File: src/rtl/nibble_alu_seq_pkg.sv
// Shared definitions for the nibble-serial ALU: op encodings, FSM states and
// the nibble-count derivation.
package nibble_alu_seq_pkg;

  localparam logic [2:0] OP_ADD = 3'b000;
  localparam logic [2:0] OP_SUB = 3'b001;
  localparam logic [2:0] OP_AND = 3'b010;
  localparam logic [2:0] OP_OR  = 3'b011;
  localparam logic [2:0] OP_XOR = 3'b100;

  typedef enum logic [1:0] {
    ST_IDLE = 2'd0,
    ST_RUN  = 2'd1,
    ST_DONE = 2'd2
  } state_e;

  function automatic int unsigned nib_count(input int unsigned width);
    return width / 4;
  endfunction

endpackage

File: src/rtl/nibble_alu_slice.sv
// Combinational 4-bit slice: carry-lookahead adder plus bitwise AND/OR/XOR.
// Time-multiplexed by nibble_alu_seq across all nibbles of an operand.
module nibble_alu_slice (
  input  logic [3:0] a_i,
  input  logic [3:0] b_i,
  input  logic       cin_i,
  output logic [3:0] sum_o,
  output logic [3:0] and_o,
  output logic [3:0] or_o,
  output logic [3:0] xor_o,
  output logic       cout_o
);

  logic [3:0] g;
  logic [3:0] p;
  logic [4:0] c;

  assign g = a_i & b_i;
  assign p = a_i ^ b_i;

  // c[i+1] = g[i] | p[i]&c[i], flattened so every carry depends only on cin.
  assign c[0] = cin_i;
  assign c[1] = g[0] | (p[0] & c[0]);
  assign c[2] = g[1] | (p[1] & g[0]) | (p[1] & p[0] & c[0]);
  assign c[3] = g[2] | (p[2] & g[1]) | (p[2] & p[1] & g[0])
              | (p[2] & p[1] & p[0] & c[0]);
  assign c[4] = g[3] | (p[3] & g[2]) | (p[3] & p[2] & g[1])
              | (p[3] & p[2] & p[1] & g[0])
              | (p[3] & p[2] & p[1] & p[0] & c[0]);

  assign sum_o  = p ^ c[3:0];
  assign and_o  = g;
  assign or_o   = a_i | b_i;
  assign xor_o  = p;
  assign cout_o = c[4];

endmodule

File: src/rtl/nibble_alu_seq.sv
// Nibble-serial ALU: one 4-bit slice processes an operand pair over WIDTH/4
// cycles, with the carry registered between nibbles.
module nibble_alu_seq
  import nibble_alu_seq_pkg::*;
#(
  parameter int unsigned WIDTH = 32
) (
  input  logic             clk,
  input  logic             rst_n,
  input  logic             in_valid,
  output logic             in_ready,
  input  logic [2:0]       in_op,
  input  logic [WIDTH-1:0] in_a,
  input  logic [WIDTH-1:0] in_b,
  output logic             out_valid,
  input  logic             out_ready,
  output logic [WIDTH-1:0] out_result,
  output logic             out_carry,
  output logic             out_ovf,
  output logic             out_zero,
  output logic             out_err
);

  localparam int unsigned NIB  = nib_count(WIDTH);
  localparam int unsigned IDXW = (NIB > 1) ? $clog2(NIB) : 1;

  state_e           state_q, state_d;
  logic [WIDTH-1:0] a_q, a_d;
  logic [WIDTH-1:0] b_q, b_d;
  logic [2:0]       op_q, op_d;
  logic             carry_q, carry_d;
  logic [IDXW-1:0]  idx_q, idx_d;
  logic [WIDTH-1:0] result_q, result_d;
  logic             cflag_q, cflag_d;
  logic             ovf_q, ovf_d;
  logic             zero_q, zero_d;
  logic             err_q, err_d;

  logic [3:0] a_nib, b_nib;
  logic [3:0] s_sum, s_and, s_or, s_xor;
  logic       s_cout;
  logic [3:0] nib_out;
  logic       op_arith;
  logic       op_legal;
  logic       last_nib;

  nibble_alu_slice u_slice (
    .a_i   (a_nib),
    .b_i   (b_nib),
    .cin_i (carry_q),
    .sum_o (s_sum),
    .and_o (s_and),
    .or_o  (s_or),
    .xor_o (s_xor),
    .cout_o(s_cout)
  );

  always_comb begin
    a_nib = '0;
    b_nib = '0;
    for (int unsigned i = 0; i < NIB; i++) begin
      if (idx_q == IDXW'(i)) begin
        a_nib = a_q[4*i +: 4];
        b_nib = b_q[4*i +: 4];
      end
    end
  end

  always_comb begin
    nib_out  = '0;
    op_arith = 1'b0;
    op_legal = 1'b1;
    case (op_q)
      OP_ADD, OP_SUB: begin
        nib_out  = s_sum;
        op_arith = 1'b1;
      end
      OP_AND:  nib_out = s_and;
      OP_OR:   nib_out = s_or;
      OP_XOR:  nib_out = s_xor;
      default: op_legal = 1'b0;
    endcase
  end

  assign last_nib = (idx_q == IDXW'(NIB - 1));

  always_comb begin
    state_d  = state_q;
    a_d      = a_q;
    b_d      = b_q;
    op_d     = op_q;
    carry_d  = carry_q;
    idx_d    = idx_q;
    result_d = result_q;
    cflag_d  = cflag_q;
    ovf_d    = ovf_q;
    zero_d   = zero_q;
    err_d    = err_q;

    case (state_q)
      ST_IDLE: begin
        if (in_valid) begin
          a_d     = in_a;
          b_d     = (in_op == OP_SUB) ? ~in_b : in_b;
          op_d    = in_op;
          carry_d = (in_op == OP_SUB);
          idx_d   = '0;
          state_d = ST_RUN;
        end
      end
      ST_RUN: begin
        for (int unsigned i = 0; i < NIB; i++) begin
          if (idx_q == IDXW'(i)) result_d[4*i +: 4] = nib_out;
        end
        carry_d = s_cout;
        idx_d   = idx_q + 1'b1;
        if (last_nib) begin
          // Flags are committed only once the top nibble is known, so they
          // keep describing the previous result until this operation ends.
          idx_d   = '0;
          state_d = ST_DONE;
          cflag_d = op_arith & s_cout;
          ovf_d   = op_arith & (a_q[WIDTH-1] == b_q[WIDTH-1])
                  & (nib_out[3] != a_q[WIDTH-1]);
          zero_d  = (result_d == '0);
          err_d   = ~op_legal;
        end
      end
      ST_DONE: begin
        if (out_ready) state_d = ST_IDLE;
      end
      default: state_d = ST_IDLE;
    endcase
  end

  always_ff @(posedge clk or negedge rst_n) begin
    if (!rst_n) begin
      state_q  <= ST_IDLE;
      a_q      <= '0;
      b_q      <= '0;
      op_q     <= OP_ADD;
      carry_q  <= 1'b0;
      idx_q    <= '0;
      result_q <= '0;
      cflag_q  <= 1'b0;
      ovf_q    <= 1'b0;
      zero_q   <= 1'b0;
      err_q    <= 1'b0;
    end else begin
      state_q  <= state_d;
      a_q      <= a_d;
      b_q      <= b_d;
      op_q     <= op_d;
      carry_q  <= carry_d;
      idx_q    <= idx_d;
      result_q <= result_d;
      cflag_q  <= cflag_d;
      ovf_q    <= ovf_d;
      zero_q   <= zero_d;
      err_q    <= err_d;
    end
  end

  assign in_ready   = (state_q == ST_IDLE);
  assign out_valid  = (state_q == ST_DONE);
  assign out_result = result_q;
  assign out_carry  = cflag_q;
  assign out_ovf    = ovf_q;
  assign out_zero   = zero_q;
  assign out_err    = err_q;

endmodule

File: config.mk
export PLATFORM = sky130hd
export DESIGN_NAME = nibble_alu_seq
export DESIGN_NICKNAME = d
export VERILOG_FILES = /design/src/rtl/nibble_alu_seq_pkg.sv /design/src/rtl/nibble_alu_slice.sv /design/src/rtl/nibble_alu_seq.sv
export SDC_FILE = /design/constraint.sdc
export NUM_CORES = 1
export LEC_CHECK = 0
export CORE_UTILIZATION = 45
export DETAILED_ROUTE_END_ITERATION = 8
export PLACE_DENSITY = 0.73
export REMOVE_ABC_BUFFERS = 1
export SLEW_MARGIN = 20
export SYNTH_ARGS = -nofsm -noshare
export SYNTH_HDL_FRONTEND = slang
export SYNTH_HIERARCHICAL = 1
export SYNTH_SLANG_ARGS = --single-unit
File: constraint.sdc
create_clock -name clk -period 3.66 [get_ports clk]
set_input_delay 0.732 -clock clk [delete_from_list [all_inputs] [get_ports clk]]
set_output_delay 0.732 -clock clk [all_outputs]
set_load 0.02 [all_outputs]
==> flow_summary.ini, run 1 <==
[run_status]
status = finished, final reports clean

[route]
wl_per_cell_um = 15.5
drt_wl_total_um = 14600
vias_per_cell = 5.35
ant_nets = 0
drc = 0
first_iter_violations = 302
via_count = 5039
firstDrtPassIters = 5

[pwr]
p_per_area_mw_per_mm2 = 1100
p_clk_share_pct = 10.8
cellInternalPower_w = 0.00477
p_switching_w = 0.00373
seqPwrFrac_pct = 25.8
ir_worst_vdd_mv = 0.527
leakagePower_nw = 3.41
switching_share_pct = 43.9
share_comb_of_total_power_pct = 63.4

[logic_synthesis]
synth-simple-area-share_pct = 19.0
synthMuxAreaShare_pct = 1.25
synth_cell_types = 54
synth.avg_cell_area_um2 = 8.85
synth_compound_area_share_pct = 18.0
synthAdderAreaFrac_pct = 3.65
synthArstFlopShare_pct = 100
post-synth-top-area-cell = dfrtp_1
synth_seq_cells = 109
netlist_area_mm2 = 0.00569
synth_top_flop_cell = dfrtp_1
ys_warn_count = 6
synth_top_area_share_pct = 48.0
synthTopCellsByArea = dfrtp_1, nand2_1, o21ai_0
syn_inst = 643
seq_area_frac_synth_pct = 48.0
synth_edf_count = 0
synthXorXnorAreaFrac_pct = 5.24
synth_top_family_by_area = simple AND/OR/NAND/NOR gates

[sta]
fmax_ghz = 0.284
hold_viol = 0
fin_crit_sh_pct = 96.3
skew_ns = 0.00889
fin_tns_setup_ns = 0
min_period_ns = 3.53
worst_pin_slew_ns = 0.848
finalSetupViolCount = 0
drv_slew = 0
slew_headroom_pct = 43.0

[clock_network]
clk_pin_slew_ns = 0.08
cts_tree = built
cts_made_buffers = 9
clk-insertion-delay-late_ns = 0.35
clockBufferDepth = 2
cts.sink_count = 109
cts_max_level = 3
cts_root_buffer = clkbuf_16
holdBufCountCts = 0

[placement]
gp_congestion = 0.843
port_buffers = 108
dpl.hpwl_um = 10200
dpl_cell_area_mm2 = 0.00707

[critical_path]
worstSetupPathType = reg -> reg
setup.worst_path.end_class = register
ff2ff_setup_slack_ns = 0.13
startpoint_type = register
required_ns = 3.90
cp_max_fo = 6
worstPathArrival_ns = 3.77

[global_route]
grt_pass1_vias = 4760
grt_pass1_wl_um = 23500
grt_max_degree = 93
gr-total-overflow = 0
grtUsageTotal_pct = 22.8
antenna_found_initial = 0

[floorplan]
die_w_um = 114
die_h_um = 114
fp.coreArea_mm2 = 0.0122
initial_core_util_pct = 46.8
dieArea_mm2 = 0.0131
fp-row-count = 40
pin_count = 109

[final_layout]
multi_input_area_mm2 = 0.00292
fin_area_mm2 = 0.00772
regArea_mm2 = 0.00273
area_growth_pct = 35.8
final_cell_mix = nand2_1, dfrtp_1, clkdlybuf4s50_1
nets = 856
n_antenna_cell = 0
mostFrequentLayoutCell = nand2_1
drive_gt1_share_pct = 15.4
fillCellCount = 975

[hold_path]
hp-class = in -> async

[flow_run]
cap_violations = 0
## power by group through the flow
stage | Clock, W | Combinational, W | Sequential [W]
floorplan | 0 | 0.00257 | 0.00228
global placement | 0 | 0.00435 | 0.00218
detailed placement | 0 | 0.00448 | 0.00220
CTS | 0.000933 | 0.00461 | 0.00218
global route | 0.000978 | 0.00588 | 0.00227
finish | 0.000915 | 0.00539 | 0.00220
## through the flow
stage / instances / utilization, % / setup WS [ns] / total power (W) / hold WS (ns)
finish: 942 / 63.5 / 0.134 / 0.00851 / 0.439
global route: 942 / 63.5 / -0.0424 / 0.00913 / 0.498
CTS: 930 / 60.6 / 0.00144 / 0.00772 / 0.487
detailed placement: 913 / 58.2 / -0.0521 / 0.00668 / 0.471
global placement: 913 / 58.2 / 0.0384 / 0.00653 / 0.464
floorplan: 602 / - / -0.918 / 0.00485 / 0.436
## synthesized netlist by cell type (7+ instances only)
cell	n
a31oi_1	11
xnor2_1	31
a21o_1	7
a221oi_1	10
buf_2	9
ha_1	15
o21ai_0	69
a21oi_1	27
inv_1	25
dfrtp_1	109
nand2_1	169
clkbuf_1	26
nor2_1	27
nand3_1	8
nor2b_1	13
## sequential cells by signal, indices dropped and copies added, names as in the netlist
| register | flops |
|---|---|
| out_zero | 1 |
| op_q | 3 |
| a_q | 32 |
| b_q | 32 |
| out_err | 1 |
| state_q | 2 |
| out_ovf | 1 |
| out_carry | 1 |
| idx_q | 3 |
| carry_q | 1 |
| out_result | 32 |
## critical path: stages (launching register included)
cell and delay [ns]:
dfrtp_1 0.41, inv_2 0.09, ha_4 0.20, buf_8 0.13, buf_4 0.11, buf_4 0.09, a221oi_1 0.08, a211o_1 0.29
a21o_1 0.19, a31oi_4 0.19, inv_2 0.07, ha_4 0.29, o21ai_2 0.05, o21a_1 0.18, a211oi_2 0.20, nand2b_1 0.09
a21oi_2 0.23, nor2_4 0.07, mux2i_1 0.12, o41ai_1 0.32
## final timing paths
kind / depth (start not counted) / end / from
setup reg to reg: 19 / out_ovf / idx_q[1]
min in group clk: 2 / out_result[29] / out_result[29]
hold / removal: 1 / out_result[15] / rst_n
setup / recovery: 19 / out_ovf / idx_q[1]
max in group asynchronous: 2 / a_q[18] / rst_n
hold reg to reg: 2 / out_result[29] / out_result[29]
## timing repair
item / CTS / global route
pin swaps: 1 / 17
setup buffers: 1 / 12
setup endpoints to repair: 3 / 20
resized for setup: 6 / 56
cloned: 0 / 1
## metal layers
| layer | global-route usage (%) | vias to the layer above | wire [µm] |
|---|---|---|---|
| met1 | 31.3 | 2401 | 6720 |
| met4 | 6.67 | 0 | 291 |
| met2 | 37.5 | 174 | 6910 |
| met3 | 3.49 | 28 | 686 |
| met5 | 0 | - | 0 |
| li1 | - | 2436 | - |
## cell families (layout without fill, tap and decap cells)
kind of cell / Yosys count / count (layout)
simple gates: 249 / 249
compound gates: 163 / 163
flops: 109 / 109
buf+inv: 66 / 197
xor+xnor: 34 / 34
fa+ha+maj: 16 / 16
mux: 6 / 6
## cell type report
cell class | count | share of cell area [%]
clock buffer | 9 | 2.92
clock inverter | 7 | 0.648
inverter | 25 | 1.25
multi-input combinational | 468 | 37.8
sequential | 109 | 35.3
tap | 168 | 2.72
timing repair buffer | 156 | 19.3
Power figures use the tool's default switching activity.
==> run 2: changes to the inputs <==
- MAX_ROUTING_LAYER: not set -> met4
==> run 2 against run 1 <==
Net effect:
- sequential share of layout area fell by 0.80 points
- global-route usage grew 0.85 points
- the run now ends with setup timing left
- highest routed layer unchanged
- final area increased by 2.3%
==> flow_summary.ini, run 2 (synthesis results as in run 1) <==
[placement]
gp_congestion = 0.840
place_ws_ns = -0.102
dp_cells = 913
dpl.hpwl_um = 10500
port_buffers = 108

[sta]
layout_setup_ws_ns = -0.0459
skew_ns = 0.0128
worst_pin_slew_ns = 0.971
fin_crit_sh_pct = 101
fmax_ghz = 0.270
min_period_ns = 3.71
drv_slew = 0
hold_viol = 0
finalSetupViolCount = 1
slew_headroom_pct = 34.8

[run_status]
violations = setup timing
status = finished with violations

[final_layout]
fillCellCount = 968
area_growth_pct = 38.9
multi_input_area_mm2 = 0.00306
layout.cells.non_filler = 943
drive_gt1_share_pct = 16.8
nets = 857
mostFrequentLayoutCell = nand2_1
regArea_mm2 = 0.00273
n_antenna_cell = 0
final_cell_mix = nand2_1, dfrtp_1, clkdlybuf4s50_1

[flow_run]
cap_violations = 0

[route]
top_layer_used = met4
ant_nets = 0
wl_per_cell_um = 16.9
m1WireLength_um = 6800
drt_wl_total_um = 15900
vias_per_cell = 5.45
drc = 0
wl_met3_um = 941
first_iter_violations = 352
firstDrtPassIters = 5
via_count = 5136
wl_met2_um = 7720

[critical_path]
ff2ff_setup_slack_ns = -0.05
reg2reg_depth = 19
startpoint_type = register
cp_max_fo = 7
timing.rr.start = idx_q[1]
required_ns = 3.90
r2r-end = out_ovf
worstPathArrival_ns = 3.95
setup.worst_path.end_class = register
worstSetupPathType = reg -> reg

[floorplan]
dieArea_mm2 = 0.0131
pin_count = 109
die_h_um = 114
die_w_um = 114
fp-row-count = 40
initial_core_util_pct = 46.8
fp.coreArea_mm2 = 0.0122

[clock_network]
cts_tree = built
clk_pin_slew_ns = 0.07
cts_root_buffer = clkbuf_16
cts_made_buffers = 9
cts.sink_count = 109
cts_max_level = 3
clk-insertion-delay-late_ns = 0.36
clockBufferDepth = 2

[pwr]
leakagePower_nw = 3.47
p_per_area_mw_per_mm2 = 1130
ir_worst_vdd_mv = 0.501

[global_route]
grtUsageTotal_pct = 23.7
grt_pass1_wl_um = 23400
grt_pass1_vias = 4834
grt_max_degree = 50
antenna_found_initial = 0
gr-total-overflow = 0

[hold_path]
hp-class = in -> async
## run 2: cell count changes in the layout (fill, tap and decap cells not counted), moves of 3 or more
| cell | change |
|---|---|
| a221oi_1 | -3 |
| clkinv_2 | -3 |
| ha_2 | -4 |
| ha_4 | +4 |
| nor2b_1 | -3 |
| nor2b_4 | +4 |
## run 2: metal layers
layer	track usage (%)	vias to the layer above
met5	-	-
met4	8.92	0
met3	4.13	39
met2	37.2	233
met1	30.8	2423
li1	-	2441
## run 2: worst max-delay path by stage
| stage | end | startpoint | slack (ns) |
|---|---|---|---|
| floorplan | b_q[10] | in_op[1] | -0.92 |
| global placement | out_zero | idx_q[1] | 0.04 |
| detailed placement | out_zero | idx_q[1] | -0.10 |
| CTS | out_zero | idx_q[1] | -0.03 |
| global route | out_ovf | idx_q[1] | -0.18 |
| finish | out_ovf | idx_q[1] | -0.05 |
## run 2: repair_timing
action,4_1_cts,5_1_grt
resized for setup,8,73
cloned,0,1
setup buffers,0,14
endpoints found under the setup margin,2,25
pin swaps,0,23
hold endpoints to repair,0,0
hold buffers,0,0
## run 2: cell type report
class                      instances  share of cell area, %
clock buffer                      11                   3.20
multi-input combinational        468                   38.7
clock inverter                     5                  0.839
sequential                       109                   34.5
timing repair buffer             157                   18.9
inverter                          25                   1.19
tap                              168                   2.66
## run 2: where the power goes
group / total [W] / leakage (nW) / switching [W] / internal (W)
Combinational: 0.00571 / 1.95 / 0.00307 / 0.00264
Sequential: 0.00222 / 1.36 / 0.000465 / 0.00175
Clock: 0.00103 / 0.154 / 0.000452 / 0.000575
Total: 0.00896 / 3.47 / 0.00398 / 0.00497
## run 2: stage by stage
step / cell area, µm² / hold slack, ns / power, W / util [%] / setup TNS [ns]
after floorplan: 5500 / 0.436 / 0.00485 / - / -30.70
after global placement: 7070 / 0.462 / 0.00651 / 58.2 / 0
after detailed placement: 7070 / 0.467 / 0.00670 / 58.2 / -0.102
after CTS: 7420 / 0.374 / 0.00781 / 61.0 / -0.0285
after global routing: 7900 / 0.404 / 0.00950 / 65.0 / -0.487
final: 7900 / 0.362 / 0.00896 / 65.0 / -0.0459
## run 2: critical path, cell delays in order (launching register included)
cell	delay [ns]
dfrtp_1	0.44
inv_2	0.12
buf_4	0.13
ha_4	0.19
buf_4	0.17
a221oi_1	0.08
o31ai_1	0.23
o21ai_0	0.17
a21oi_2	0.25
inv_1	0.11
ha_4	0.31
o21ai_2	0.06
o21a_1	0.20
a211oi_2	0.25
nand2b_1	0.10
a21oi_2	0.18
buf_4	0.14
nor2_4	0.03
mux2i_1	0.12
o41ai_1	0.32
==> run 3: changes to the inputs <==
- CELL_PAD_IN_SITES_DETAIL_PLACEMENT: not set -> 1
- CELL_PAD_IN_SITES_GLOBAL_PLACEMENT: not set -> 1
- CORE_UTILIZATION: 45 -> 35
- PLACE_DENSITY: 0.73 -> not set
- PLACE_DENSITY_LB_ADDON: not set -> 0.1
==> run 3 against run 2 <==
Net effect:
- the run now ends clean
- sequential power about the same
- combinational power down 4.2%
- clock-buffer cell count down 1
- register-to-register slack improved by 0.20 ns
- non-clock buffer count fell by 4
- sequential share of layout area up 0.34 points
- via count fell by 4.3%
- final cell count up 4.7%
- global-route usage decreased by 2.4 points
- worst hold slack gained 0.068 ns
- die area is 28% higher
- largest power group unchanged
==> flow_summary.ini, run 3 (synthesis results as in run 1) <==
[run_status]
status = finished, final reports clean

[placement]
port_buffers = 108
place_ws_ns = -0.122
dpl_cell_area_mm2 = 0.00718
dpl.hpwl_um = 12200
gp_congestion = 0.807

[global_route]
gr-total-overflow = 0
grt_pass1_wl_um = 26300
grtUsageTotal_pct = 21.2
grt_pass1_vias = 5021
antenna_found_initial = 0
grt_max_degree = 63

[critical_path]
crit_end = out_ovf
r2r-end = out_ovf
cp_max_fo = 5
required_ns = 3.91
setup.worst_path.end_class = register
worstSetupPathType = reg -> reg
startpoint_type = register
worstSetupStartpoint = idx_q[0]
ff2ff_setup_slack_ns = 0.16
worstPathArrival_ns = 3.75
reg2reg_depth = 17
timing.rr.start = idx_q[0]

[final_layout]
drive_gt1_share_pct = 15.4
regArea_mm2 = 0.00273
fin_area_mm2 = 0.00783
area_growth_pct = 37.6
multi_input_area_mm2 = 0.00299
n_antenna_cell = 0
final_cell_mix = nand2_1, dfrtp_1, clkdlybuf4s50_1
fillCellCount = 1835
nets = 853
mostFrequentLayoutCell = nand2_1

[sta]
fin_tns_setup_ns = 0
fmax_ghz = 0.285
hold_viol = 0
hold_ws_ns = 0.429
worst_pin_slew_ns = 0.872
min_period_ns = 3.50
slew_headroom_pct = 41.4
skew_ns = 0.0122
layout_setup_ws_ns = 0.155
drv_slew = 0
fin_crit_sh_pct = 95.8
finalSetupViolCount = 0

[route]
first_iter_violations = 150
drc = 0
via_count = 4914
ant_nets = 0
vias_per_cell = 4.98
drt_wl_total_um = 16600
firstDrtPassIters = 4
wl_per_cell_um = 16.8

[floorplan]
die_h_um = 129
die_w_um = 129
pin_count = 109
fp.coreArea_mm2 = 0.0159
fp-row-count = 46
initial_core_util_pct = 35.8
dieArea_mm2 = 0.0168

[clock_network]
clk-insertion-delay-late_ns = 0.36
holdBufCountCts = 0
cts_max_level = 3
cts_tree = built
cts_made_buffers = 9
cts_root_buffer = clkbuf_16
cts.sink_count = 109
clk_pin_slew_ns = 0.08
clockBufferDepth = 2

[pwr]
ir_worst_vdd_mv = 0.458
leakagePower_nw = 3.40
p_per_area_mw_per_mm2 = 1100
p_total_w = 0.00865

[hold_path]
hp-class = in -> async

[flow_run]
cap_violations = 0
[run 3: changes by cell type in the layout (fill, tap and decap cells not counted), sizes merged]
cell | before | now
buf | 49 | 46
bufinv | 1 | 0
clkbuf | 12 | 10
clkinv | 2 | 4
[run 3: worst max-delay path, stage by stage, from the launching register on]
cell,delay [ns]
dfrtp_2,0.47
ha_4,0.20
ha_2,0.20
or4_4,0.54
o22a_1,0.22
o21ai_2,0.09
a31oi_4,0.06
inv_2,0.11
ha_4,0.22
a21oi_2,0.14
nor2_1,0.08
a211oi_2,0.20
nand2b_1,0.09
a21oi_2,0.17
buf_4,0.14
nor2_4,0.03
mux2i_1,0.10
o41ai_1,0.32
[run 3: where the power goes]
part | internal (W) | switching [W] | total (W) | leakage (nW)
Sequential | 0.00176 | 0.000459 | 0.00221 | 1.36
Clock | 0.000486 | 0.000471 | 0.000957 | 0.139
Combinational | 0.00256 | 0.00292 | 0.00547 | 1.91
Total | 0.00480 | 0.00385 | 0.00865 | 3.40
[run 3: worst min-delay path by stage]
stage | slack (ns) | to | startpoint | cells after the start
finish | 0.43 | out_result[8] | rst_n | 1
global route | 0.48 | out_result[22] | rst_n | 1
CTS | 0.46 | out_result[8] | rst_n | 1
detailed placement | 0.47 | a_q[12] | a_q[12] | 2
global placement | 0.46 | a_q[12] | a_q[12] | 2
floorplan | 0.44 | a_q[0] | rst_n | 0
[run 3: what timing repair did]
item,4_1_cts,5_1_grt
gates resized for setup,10,60
buffers inserted,0,5
pin swaps,0,17
setup endpoints to repair,15,27
[run 3: stage by stage]
| step | cells | util (%) |
|---|---|---|
| floorplan | 602 | - |
| global placement | 966 | 45.2 |
| detailed placement | 966 | 45.2 |
| CTS | 982 | 47.3 |
| global route | 987 | 49.3 |
| finish | 987 | 49.3 |
[run 3: area by class of cell]
type	count	area share, %
Clock buffer	10	3.05
Clock inverter	6	0.607
Inverter	25	1.20
Multi-Input combinational cell	468	38.2
Sequential cell	109	34.9
Tap cell	216	3.45
Timing Repair Buffer	153	18.6
[run 3: metal layers]
layer / GRT usage (%) / up-vias / part of all wire [%]
met1: 26.6 / 2399 / 47
met3: 2.56 / 13 / 2.4
met4: 6.36 / 0 / 1.1
met5: - / - / 0
li1: - / 2418 / -
met2: 35.9 / 84 / 50
